[src/rtl/stack_cpu_pkg.sv]
// Shared definitions for the STACK_CPU operand stack: op encodings, fault codes
// and the default word width.
package stack_cpu_pkg;

  localparam int DEF_DATA_W = 32;

  // Codes 6 and 7 are unassigned and behave as NOP.
  typedef enum logic [2:0] {
    OP_NOP   = 3'd0,
    OP_PUSH  = 3'd1,
    OP_POP   = 3'd2,
    OP_BINOP = 3'd3,
    OP_DUP   = 3'd4,
    OP_SWAP  = 3'd5
  } op_e;

  typedef enum logic [1:0] {
    FLT_NONE  = 2'd0,
    FLT_UNDER = 2'd1,
    FLT_OVER  = 2'd2
  } flt_e;

endpackage

[src/rtl/stack_engine_if.sv]
// Decode/ALU-facing bundle of the operand stack: op issue in, stack view and
// fault status out.
interface stack_engine_if #(
  parameter int DATA_W = 32,
  parameter int PTR_W  = 5
);

  logic              op_valid;
  logic [2:0]        op;
  logic [DATA_W-1:0] push_data;
  logic [DATA_W-1:0] result_data;
  logic [DATA_W-1:0] tos;
  logic [DATA_W-1:0] nos;
  logic [PTR_W-1:0]  depth;
  logic              empty;
  logic              full;
  logic              fault;
  logic              fault_sticky;
  logic [1:0]        fault_code;

  modport master (
    output op_valid, op, push_data, result_data,
    input  tos, nos, depth, empty, full, fault, fault_sticky, fault_code
  );

  modport slave (
    input  op_valid, op, push_data, result_data,
    output tos, nos, depth, empty, full, fault, fault_sticky, fault_code
  );

endinterface

[src/rtl/stack_spill_ram.sv]
// Storage for stack entries below tos/nos: one synchronous write port and one
// asynchronous read port, no reset (contents are meaningless above depth).
module stack_spill_ram #(
  parameter int DATA_W  = 32,
  parameter int ENTRIES = 14,
  parameter int AW      = 4
) (
  input  logic              clock,
  input  logic              we,
  input  logic [AW-1:0]     waddr,
  input  logic [DATA_W-1:0] wdata,
  input  logic [AW-1:0]     raddr,
  output logic [DATA_W-1:0] rdata
);

  logic [DATA_W-1:0] mem [ENTRIES];

  always_ff @(posedge clock) begin
    if (we) begin
      mem[waddr] <= wdata;
    end
  end

  assign rdata = mem[raddr];

endmodule

[src/rtl/stack_engine.sv]
// Operand stack with the top two entries in registers and the rest spilled to
// a small RAM; illegal ops are dropped and reported through the fault outputs.
module stack_engine
  import stack_cpu_pkg::*;
#(
  parameter int DATA_W = DEF_DATA_W,
  parameter int DEPTH  = 16,
  parameter int PTR_W  = 5
) (
  input  logic           clock,
  input  logic           reset,
  stack_engine_if.slave  bus
);

  localparam int ENTRIES = DEPTH - 2;
  localparam int AW      = (ENTRIES > 1) ? $clog2(ENTRIES) : 1;
  localparam logic [PTR_W-1:0] DEPTH_P = PTR_W'(DEPTH);
  localparam logic [PTR_W-1:0] ONE     = PTR_W'(1);
  localparam logic [PTR_W-1:0] TWO     = PTR_W'(2);
  localparam logic [PTR_W-1:0] THREE   = PTR_W'(3);

  if (DEPTH < 3 || (1 << PTR_W) <= DEPTH) begin : g_bad_params
    $error("stack_engine: DEPTH must be >= 3 and fit in PTR_W bits");
  end

  logic [DATA_W-1:0] tos_q, tos_d;
  logic [DATA_W-1:0] nos_q, nos_d;
  logic [PTR_W-1:0]  depth_q, depth_d;
  logic              fault_q, fault_d;
  logic              sticky_q, sticky_d;
  flt_e              code_q, code_d;
  flt_e              flt;

  logic              spill_we;
  logic [AW-1:0]     spill_waddr;
  logic [AW-1:0]     spill_raddr;
  logic [DATA_W-1:0] spill_rdata;
  logic [DATA_W-1:0] spill_fill;
  logic              is_full;
  logic              has_spill;

  assign is_full   = (depth_q == DEPTH_P);
  assign has_spill = (depth_q >= THREE);

  // Entry sp-2 receives the outgoing nos on a push; entry sp-3 refills nos on a pop.
  assign spill_waddr = AW'(depth_q - TWO);
  assign spill_raddr = has_spill ? AW'(depth_q - THREE) : '0;
  assign spill_fill  = has_spill ? spill_rdata : '0;

  stack_spill_ram #(
    .DATA_W  (DATA_W),
    .ENTRIES (ENTRIES),
    .AW      (AW)
  ) u_spill (
    .clock (clock),
    .we    (spill_we),
    .waddr (spill_waddr),
    .wdata (nos_q),
    .raddr (spill_raddr),
    .rdata (spill_rdata)
  );

  always_comb begin
    tos_d    = tos_q;
    nos_d    = nos_q;
    depth_d  = depth_q;
    spill_we = 1'b0;
    flt      = FLT_NONE;

    if (bus.op_valid) begin
      case (op_e'(bus.op))
        OP_PUSH: begin
          if (is_full) begin
            flt = FLT_OVER;
          end else begin
            tos_d    = bus.push_data;
            nos_d    = tos_q;
            spill_we = (depth_q >= TWO);
            depth_d  = depth_q + ONE;
          end
        end
        OP_DUP: begin
          if (depth_q == '0) begin
            flt = FLT_UNDER;
          end else if (is_full) begin
            flt = FLT_OVER;
          end else begin
            nos_d    = tos_q;
            spill_we = (depth_q >= TWO);
            depth_d  = depth_q + ONE;
          end
        end
        OP_POP: begin
          if (depth_q == '0) begin
            flt = FLT_UNDER;
          end else begin
            tos_d   = nos_q;
            nos_d   = spill_fill;
            depth_d = depth_q - ONE;
          end
        end
        OP_BINOP: begin
          if (depth_q < TWO) begin
            flt = FLT_UNDER;
          end else begin
            tos_d   = bus.result_data;
            nos_d   = spill_fill;
            depth_d = depth_q - ONE;
          end
        end
        OP_SWAP: begin
          if (depth_q < TWO) begin
            flt = FLT_UNDER;
          end else begin
            tos_d = nos_q;
            nos_d = tos_q;
          end
        end
        default: ;
      endcase
    end

    fault_d  = (flt != FLT_NONE);
    sticky_d = sticky_q | fault_d;
    code_d   = fault_d ? flt : code_q;
  end

  always_ff @(posedge clock) begin
    if (reset) begin
      tos_q    <= '0;
      nos_q    <= '0;
      depth_q  <= '0;
      fault_q  <= 1'b0;
      sticky_q <= 1'b0;
      code_q   <= FLT_NONE;
    end else begin
      tos_q    <= tos_d;
      nos_q    <= nos_d;
      depth_q  <= depth_d;
      fault_q  <= fault_d;
      sticky_q <= sticky_d;
      code_q   <= code_d;
    end
  end

  assign bus.tos          = tos_q;
  assign bus.nos          = nos_q;
  assign bus.depth        = depth_q;
  assign bus.empty        = (depth_q == '0);
  assign bus.full         = is_full;
  assign bus.fault        = fault_q;
  assign bus.fault_sticky = sticky_q;
  assign bus.fault_code   = code_q;

endmodule

[src/flat_wrapper.sv]
// flat-port wrapper written by rule: the top's interface ports become plain ports
module stack_engine_flat import stack_cpu_pkg::*;
#(
  parameter int DATA_W = DEF_DATA_W,
  parameter int DEPTH  = 16,
  parameter int PTR_W  = 5
)
  (clock, reset, bus_op_valid, bus_op, bus_push_data, bus_result_data, bus_tos, bus_nos, bus_depth, bus_empty, bus_full, bus_fault, bus_fault_sticky, bus_fault_code);
  stack_engine_if #(.DATA_W(DATA_W), .PTR_W(PTR_W)) bus_i ();
  input  logic clock;
  input  logic reset;
  input wire logic [$bits(bus_i.op_valid)-1:0] bus_op_valid;
  input wire logic [$bits(bus_i.op)-1:0] bus_op;
  input wire logic [$bits(bus_i.push_data)-1:0] bus_push_data;
  input wire logic [$bits(bus_i.result_data)-1:0] bus_result_data;
  output wire logic [$bits(bus_i.tos)-1:0] bus_tos;
  output wire logic [$bits(bus_i.nos)-1:0] bus_nos;
  output wire logic [$bits(bus_i.depth)-1:0] bus_depth;
  output wire logic [$bits(bus_i.empty)-1:0] bus_empty;
  output wire logic [$bits(bus_i.full)-1:0] bus_full;
  output wire logic [$bits(bus_i.fault)-1:0] bus_fault;
  output wire logic [$bits(bus_i.fault_sticky)-1:0] bus_fault_sticky;
  output wire logic [$bits(bus_i.fault_code)-1:0] bus_fault_code;
  assign bus_i.op_valid = bus_op_valid;
  assign bus_i.op = bus_op;
  assign bus_i.push_data = bus_push_data;
  assign bus_i.result_data = bus_result_data;
  assign bus_tos = bus_i.tos;
  assign bus_nos = bus_i.nos;
  assign bus_depth = bus_i.depth;
  assign bus_empty = bus_i.empty;
  assign bus_full = bus_i.full;
  assign bus_fault = bus_i.fault;
  assign bus_fault_sticky = bus_i.fault_sticky;
  assign bus_fault_code = bus_i.fault_code;
  stack_engine #(.DATA_W(DATA_W), .DEPTH(DEPTH), .PTR_W(PTR_W)) u_core (.clock(clock), .reset(reset), .bus(bus_i));
endmodule
[config.mk]
export PLATFORM = sky130hd
export DESIGN_NAME = stack_engine_flat
export DESIGN_NICKNAME = d
export VERILOG_FILES = /design/src/rtl/stack_cpu_pkg.sv /design/src/rtl/stack_engine_if.sv /design/src/rtl/stack_spill_ram.sv /design/src/rtl/stack_engine.sv /design/src/flat_wrapper.sv
export SDC_FILE = /design/constraint.sdc
export NUM_CORES = 1
export LEC_CHECK = 0
export ABC_AREA = 0
export CORE_ASPECT_RATIO = 2
export CORE_MARGIN = 8
export CORE_UTILIZATION = 53
export CTS_CLUSTER_DIAMETER = 40
export DETAILED_ROUTE_END_ITERATION = 6
export PLACE_DENSITY = 0.74
export SLEW_MARGIN = 30
export SYNTH_ARGS = -nofsm -noshare
export SYNTH_HDL_FRONTEND = slang
export SYNTH_SLANG_ARGS = --single-unit
[constraint.sdc]
create_clock -name clock -period 4.3 [get_ports clock]
set_clock_uncertainty 0.1 [all_clocks]
set_input_delay 1.075 -clock clock [delete_from_list [all_inputs] [get_ports clock]]
set_output_delay 1.075 -clock clock [all_outputs]
set_load 0.03 [all_outputs]
# --- Word-level counts from Yosys, hierarchy flattened ---
# Memory sizes are Yosys's and may differ from the RTL's.
# Cells that the tools add are included.
word_totals:
  regBits: 73
  ram_bits: 448
  input_bits: 70
  output_inout_bits: 75
  mem_count: 1
op_classes:
  addsub: 4
  bitwise_logic: 1
  muxes: 30
  reduce_logical: 9
  eq_ne: 11
  n_lt_le_gt_ge: 3
mem_list:
  columns: ["name", "depth", "word_bits", "read_ports", "rd_ports_with_merged_regs", "write_ports", "line", "text"]
  rows:
  - ["u_core.u_spill.mem", 14, 32, 1, 0, 1, "stack_spill_ram.sv:16", "logic [DATA_W-1:0] mem [ENTRIES];"]
ops:
  columns: ["operator", "count"]
  rows:
  - ["32-bit two-way mux", 10]
  - ["32-bit case mux with 5 select lines", 1]
  - ["32-bit case mux with 4 select lines", 1]
  - ["5-bit two-way mux", 4]
  - ["5-bit case mux with 4 select lines", 1]
  - ["6-bit AND reduction", 2]
  - ["5-bit by 2-bit >= comparator with 1-bit output, second input constant", 2]
  - ["2-bit inequality test, second input constant", 5]
  - ["2-bit case mux with 4 select lines", 1]
  - ["4-bit nonzero test", 2]
  - ["4-bit by 2-bit subtractor with 4-bit output, second input constant", 2]
  - ["1-bit two-way mux", 7]
  - ["3-bit by 2-bit == test with 1-bit output, second input constant", 2]
  - ["3-bit == test, second input constant", 2]
  - ["2-bit two-way mux", 3]
  - ["5-bit by 1-bit adder with 5-bit output, second input constant", 1]
  - ["5-bit == test, second input constant", 1]
  - ["5-bit logical NOT", 1]
  - ["5-bit by 2-bit < comparator with 1-bit output, second input constant", 1]
  - ["5-bit AND reduction", 1]
  - ["5-bit nonzero test", 1]
  - ["5-bit by 1-bit subtractor with 5-bit output, second input constant", 1]
  - ["4-bit two-way mux", 1]
  - ["3-bit by 1-bit == test with 1-bit output, second input constant", 1]
  - ["4 further kinds", 4]

# --- Logic depth before layout (Yosys ltp) ---
logic_depth:
  depth_word: 7
  mapped_depth: 12
  mapped_depth_nobuf: 9

# --- By module ---
# From an unflattened synthesis, not the netlist that was laid out.
unflattened:
  hier_cells: 1311
  area_unflattened_um2: 21973.6
by_module_without_submodules:
  columns: ["mod", "seq_area_each_um2", "n_inst", "cells_per_inst", "area_per_inst_um2"]
  rows:
  - ["stack_spill_ram", 13452.9, 1, 735, 17001.3]
  - ["stack_engine", 1461.4, 1, 576, 4972.3]

# --- Worst setup path after synthesis ---
# Ideal clock, no wire load.
synth_path:
  path_kind: "register to register"
  start: "register u_core.depth_q[0] (netlist: u_core.bus.depth[0])"
  end: "memory u_core.u_spill.mem[13][0], enable pin"
  path_buffers: 2
  arrival_time_ns: 4.276
  setup_slack_ns: -0.537
  required_time_ns: 3.739
  stages_incl_launch_ff: 10
  cell_sequence: "dfxtp_1 buf_2 clkbuf_1 inv_1 ha_1 nand2_1 o21ai_0 nor2_1 nand2_1 nor3_1"
synth_via:
  elab_chain_cells: 7
synth_rtl:
  columns: ["item", "line", "text"]
  rows:
  - ["start: declaration", "stack_engine.sv:28", "logic [PTR_W-1:0] depth_q, depth_d;"]
  - ["start signal: assignment", "stack_engine.sv:139", "depth_q <= depth_d;"]
  - ["5-bit by 2-bit >= comparator with 1-bit output / 5-bit == test (equally long branches)", "stack_engine.sv:78, stack_engine.sv:89, stack_engine.sv:42", null]
  - ["1-bit two-way mux", "stack_engine.sv:73, stack_engine.sv:85", null]
  - ["1-bit two-way mux", "stack_engine.sv:83", "if (depth_q == '0) begin"]
  - ["1-bit case mux with 2 select lines", "stack_engine.sv:71", "case (op_e'(bus.op))"]
  - ["1-bit two-way mux", "stack_engine.sv:70", "if (bus.op_valid) begin"]
  - ["1-bit two-way mux", "stack_spill_ram.sv:19", "if (we) begin"]
  - ["1-bit two-way mux (not written as such)", "stack_spill_ram.sv:20", "mem[waddr] <= wdata;"]
  - ["end: declaration", "stack_spill_ram.sv:16", null]
# Parallel ways exist; a longest one is shown, timed or not.

# --- Worst setup path in the final report ---
layout_path:
  start: "register u_core.depth_q[1] (netlist: u_core.bus.depth[1])"
  end: "output port bus_full"
layout_via:
  elab_chain_cells: 1
layout_rtl:
  columns: ["item", "line", "text"]
  rows:
  - ["5-bit == test", "stack_engine.sv:42", "assign is_full = (depth_q == DEPTH_P);"]
  - ["end: declaration", "flat_wrapper.sv:20", "output wire logic [$bits(bus_i.full)-1:0] bus_full;"]
# No other way between the ends.

==> metrics.txt <==
status finished, final reports clean; CTS Hold Bufs 0; Worst Max-Slew Pin Slew 0.989 ns; cell area after synthesis 21000 sq um; Global Route Usage Sum 23.7%; CP Cell Sequence inv_1 > ha_4 > nand4bb_1 > inv_1 > clkdlybuf4s50_1; CP peak stage delay 0.67 ns; HP Start u_core.bus.fault_sticky; Yosys Warn Count 0; reg2reg setup slack 0.87 ns; max_cap viols 0; r2r worst-path depth 8; clock network latency to the later pin of the worst-skew pair 0.57 ns; clk slew on worst S/H paths 0.06 ns; ant diodes 0; Vias/cell 6.29; Slowest-stage cell, CP clkdlybuf4s50_1; synthesized area per cell 14.8 sq um; period utilization 82.0%; RD Place Congestion 0.839; post_cts resized 0; number of global-route vias before repair 14012; Max transition margin 34.1%; row count 103; initial DRC count 1242; H-tree Lvls 2; Initial Util 53.5%; Setup Crit Path Kind register to primary output; dpl hpwl 34000 microns; Non-Filler Instances 2127; Fin. Hold Viols 0; Worst Hold End u_core.bus.fault_sticky; Max Root-Sink Buffers 3; share of post-route cells with drive strength above 1 15.3%; RR Endpoint u_core.bus.nos[26]; asr flop ratio synth 0%; full die area 46700 sq um; final setup vio count 0; count of cell types in the netlist 54; core region area 39300 sq um; RSZ-0062 raised after global routing no; drt pass-1 iters 5; most used cell, CP inv_1; Cells after Synth 1423; I/O Buffers 144; Worst EP required 3.12 ns; Routed Antenna Nets 0; Setup TNS 0 ns; die width 157 microns; largest net degree at the start of global routing 74; GRT overflow 0; crit path capture type primary output; worst vdd ir 0.000277 V; number of synthesized flops with an enable pin 448; Routed wire per std cell 26.1 microns; initial antenna violation count 1; CP arrival 2.35 ns; Final Util 63.5%; DR vias 13370; post-CTS setup buffer count 0; number of nets in the layout 1647; Seq cells post-synth 521; Layout area overhead 18.7%; fin crit period 3.53 ns; CP Launch Type register; first-pass GRT wire length 83100 microns; Hold WC Path Type register to register; clock root buffer clkbuf_16; Seq/Total Area, Yosys 70.9%; Cell Pwr Density 439 nW/um^2; Pleak 7.64 nW; fillcell total 2760; Slew Viols, Final 0; CTS tree yes; CTS Buf Count 44; clock sink total 521; synthesized net count 1503; # IOs 145; Synth Flop Type edfxtp_1; final WL 55500 microns; RR Startpoint u_core.bus.depth[1]; Peak Freq 0.283 GHz; crit-path max FO 7; Inst Count DP 2046; die height 298 microns; Hold Path Stages 2; # DRC 0
how the worst max path moves through the flow:
stage                        startpoint                        end  slack, ns  cells past startpoint
floorplan           u_core.bus.depth[0]   u_core.u_spill.mem[1][0]       0.32                      9
global placement              bus_op[0]  u_core.u_spill.mem[5][15]       0.46                      8
detailed placement            bus_op[0]  u_core.u_spill.mem[5][12]       0.50                      8
CTS                 u_core.bus.depth[1]                   bus_full       0.76                      5
global route        u_core.bus.depth[1]                   bus_full       0.64                      5
finish              u_core.bus.depth[1]                   bus_full       0.77                      5
sequential cells by signal, indices dropped and copies added, names as in the netlist:
| signal | cells |
|---|---|
| u_core.bus.depth | 5 |
| u_core.bus.fault | 1 |
| u_core.bus.fault_code | 2 |
| u_core.bus.fault_sticky | 1 |
| u_core.bus.nos | 32 |
| u_core.bus.tos | 32 |
| u_core.u_spill.mem | 448 |
synth_stat cells (2+ instances only):
cell type,n,area (sq um)
a211oi_1,2,15.0
a21o_1,4,30.0
a21oi_1,137,686
a311oi_1,18,158
a311oi_2,14,210
a32o_1,31,310
and2_1,2,12.5
buf_1,10,37.5
buf_2,24,120
buf_4,9,67.6
buf_6,7,78.8
clkbuf_1,57,214
dfxtp_1,73,1460
edfxtp_1,448,13500
ha_1,9,113
inv_1,7,26.3
mux2_2,32,360
mux2i_1,99,991
nand2_1,80,300
nand2b_1,3,18.8
nand3_1,2,10.0
nand3b_1,2,15.0
nor2_1,91,342
nor2b_1,2,12.5
nor3_1,5,25.0
o211ai_1,2,15.0
o21a_1,3,22.5
o21ai_0,63,315
o221a_2,31,349
o221ai_1,57,499
o221ai_2,6,90.1
o22ai_1,34,213
or3_1,33,206
xnor2_1,6,52.6
layout by cell type (no fill, tap or decap), types with 33 or more instances in the layout:
master	Yosys	layout
o221ai_1	57	57
clkbuf_16	0	45
or3_1	33	33
nor2_1	91	78
dfxtp_1	73	72
mux2i_1	99	98
buf_4	9	45
clkdlybuf4s50_1	0	143
nand2_1	80	80
a21oi_1	137	136
edfxtp_1	448	448
o21ai_0	63	63
o22ai_1	34	33
power breakdown:
part	switching (mW)	internal [mW]	total, mW
logic	0.703	0.426	1.13
registers	0.104	5.57	5.68
clock network	1.79	2.37	4.16
total	2.60	8.36	11.0
cell type report:
cell class	instances	area [sq um]	area share, %
Clock inverter	25	294	1.18
Multi-Input combinational cell	787	5740	23.0
Clock buffer	56	1210	4.84
Inverter	8	30.0	0.120
Timing Repair Buffer	205	2120	8.48
Sequential cell	521	14900	59.7
Tap cell	525	657	2.63
logic make-up after synthesis:
logic type | share of synthesized area [%]
flip-flops | 70.9
AO/OA/AOI/OAI | 14.2
AND/OR/NAND/NOR | 4.93
multiplexers | 6.43
buffers and inverters | 2.61
adder cells (fa/ha/maj) | 0.631
XOR/XNOR | 0.250
metrics by stage:
stage               hold slack [ns]  area [sq um]  power (mW)  setup slack, ns
floorplan                     0.471         21000        6.41            0.319
global placement              0.336         23400        6.88            0.464
detailed placement            0.345         23500        6.91            0.497
CTS                           0.357         25000        11.0            0.759
global route                  0.383         25000        11.3            0.635
finish                        0.359         25000        11.0            0.772
worst max-delay path, delay by kind of cell (launching register included):
family | cells | cell delay, ns
fa+ha+maj | 1 | 0.20
buf+inv | 3 | 1.01
simple gates | 1 | 0.21
flops | 1 | 0.39
layer usage:
metal	track usage [%]	vias up	wire length (microns)
met4	11.4	0	2310
met1	27.0	6685	20000
li1	-	5936	-
met3	3.45	134	3490
met2	42.5	615	29700
met5	0	-	0
Note: power is estimated with default switching activity, not from simulation.
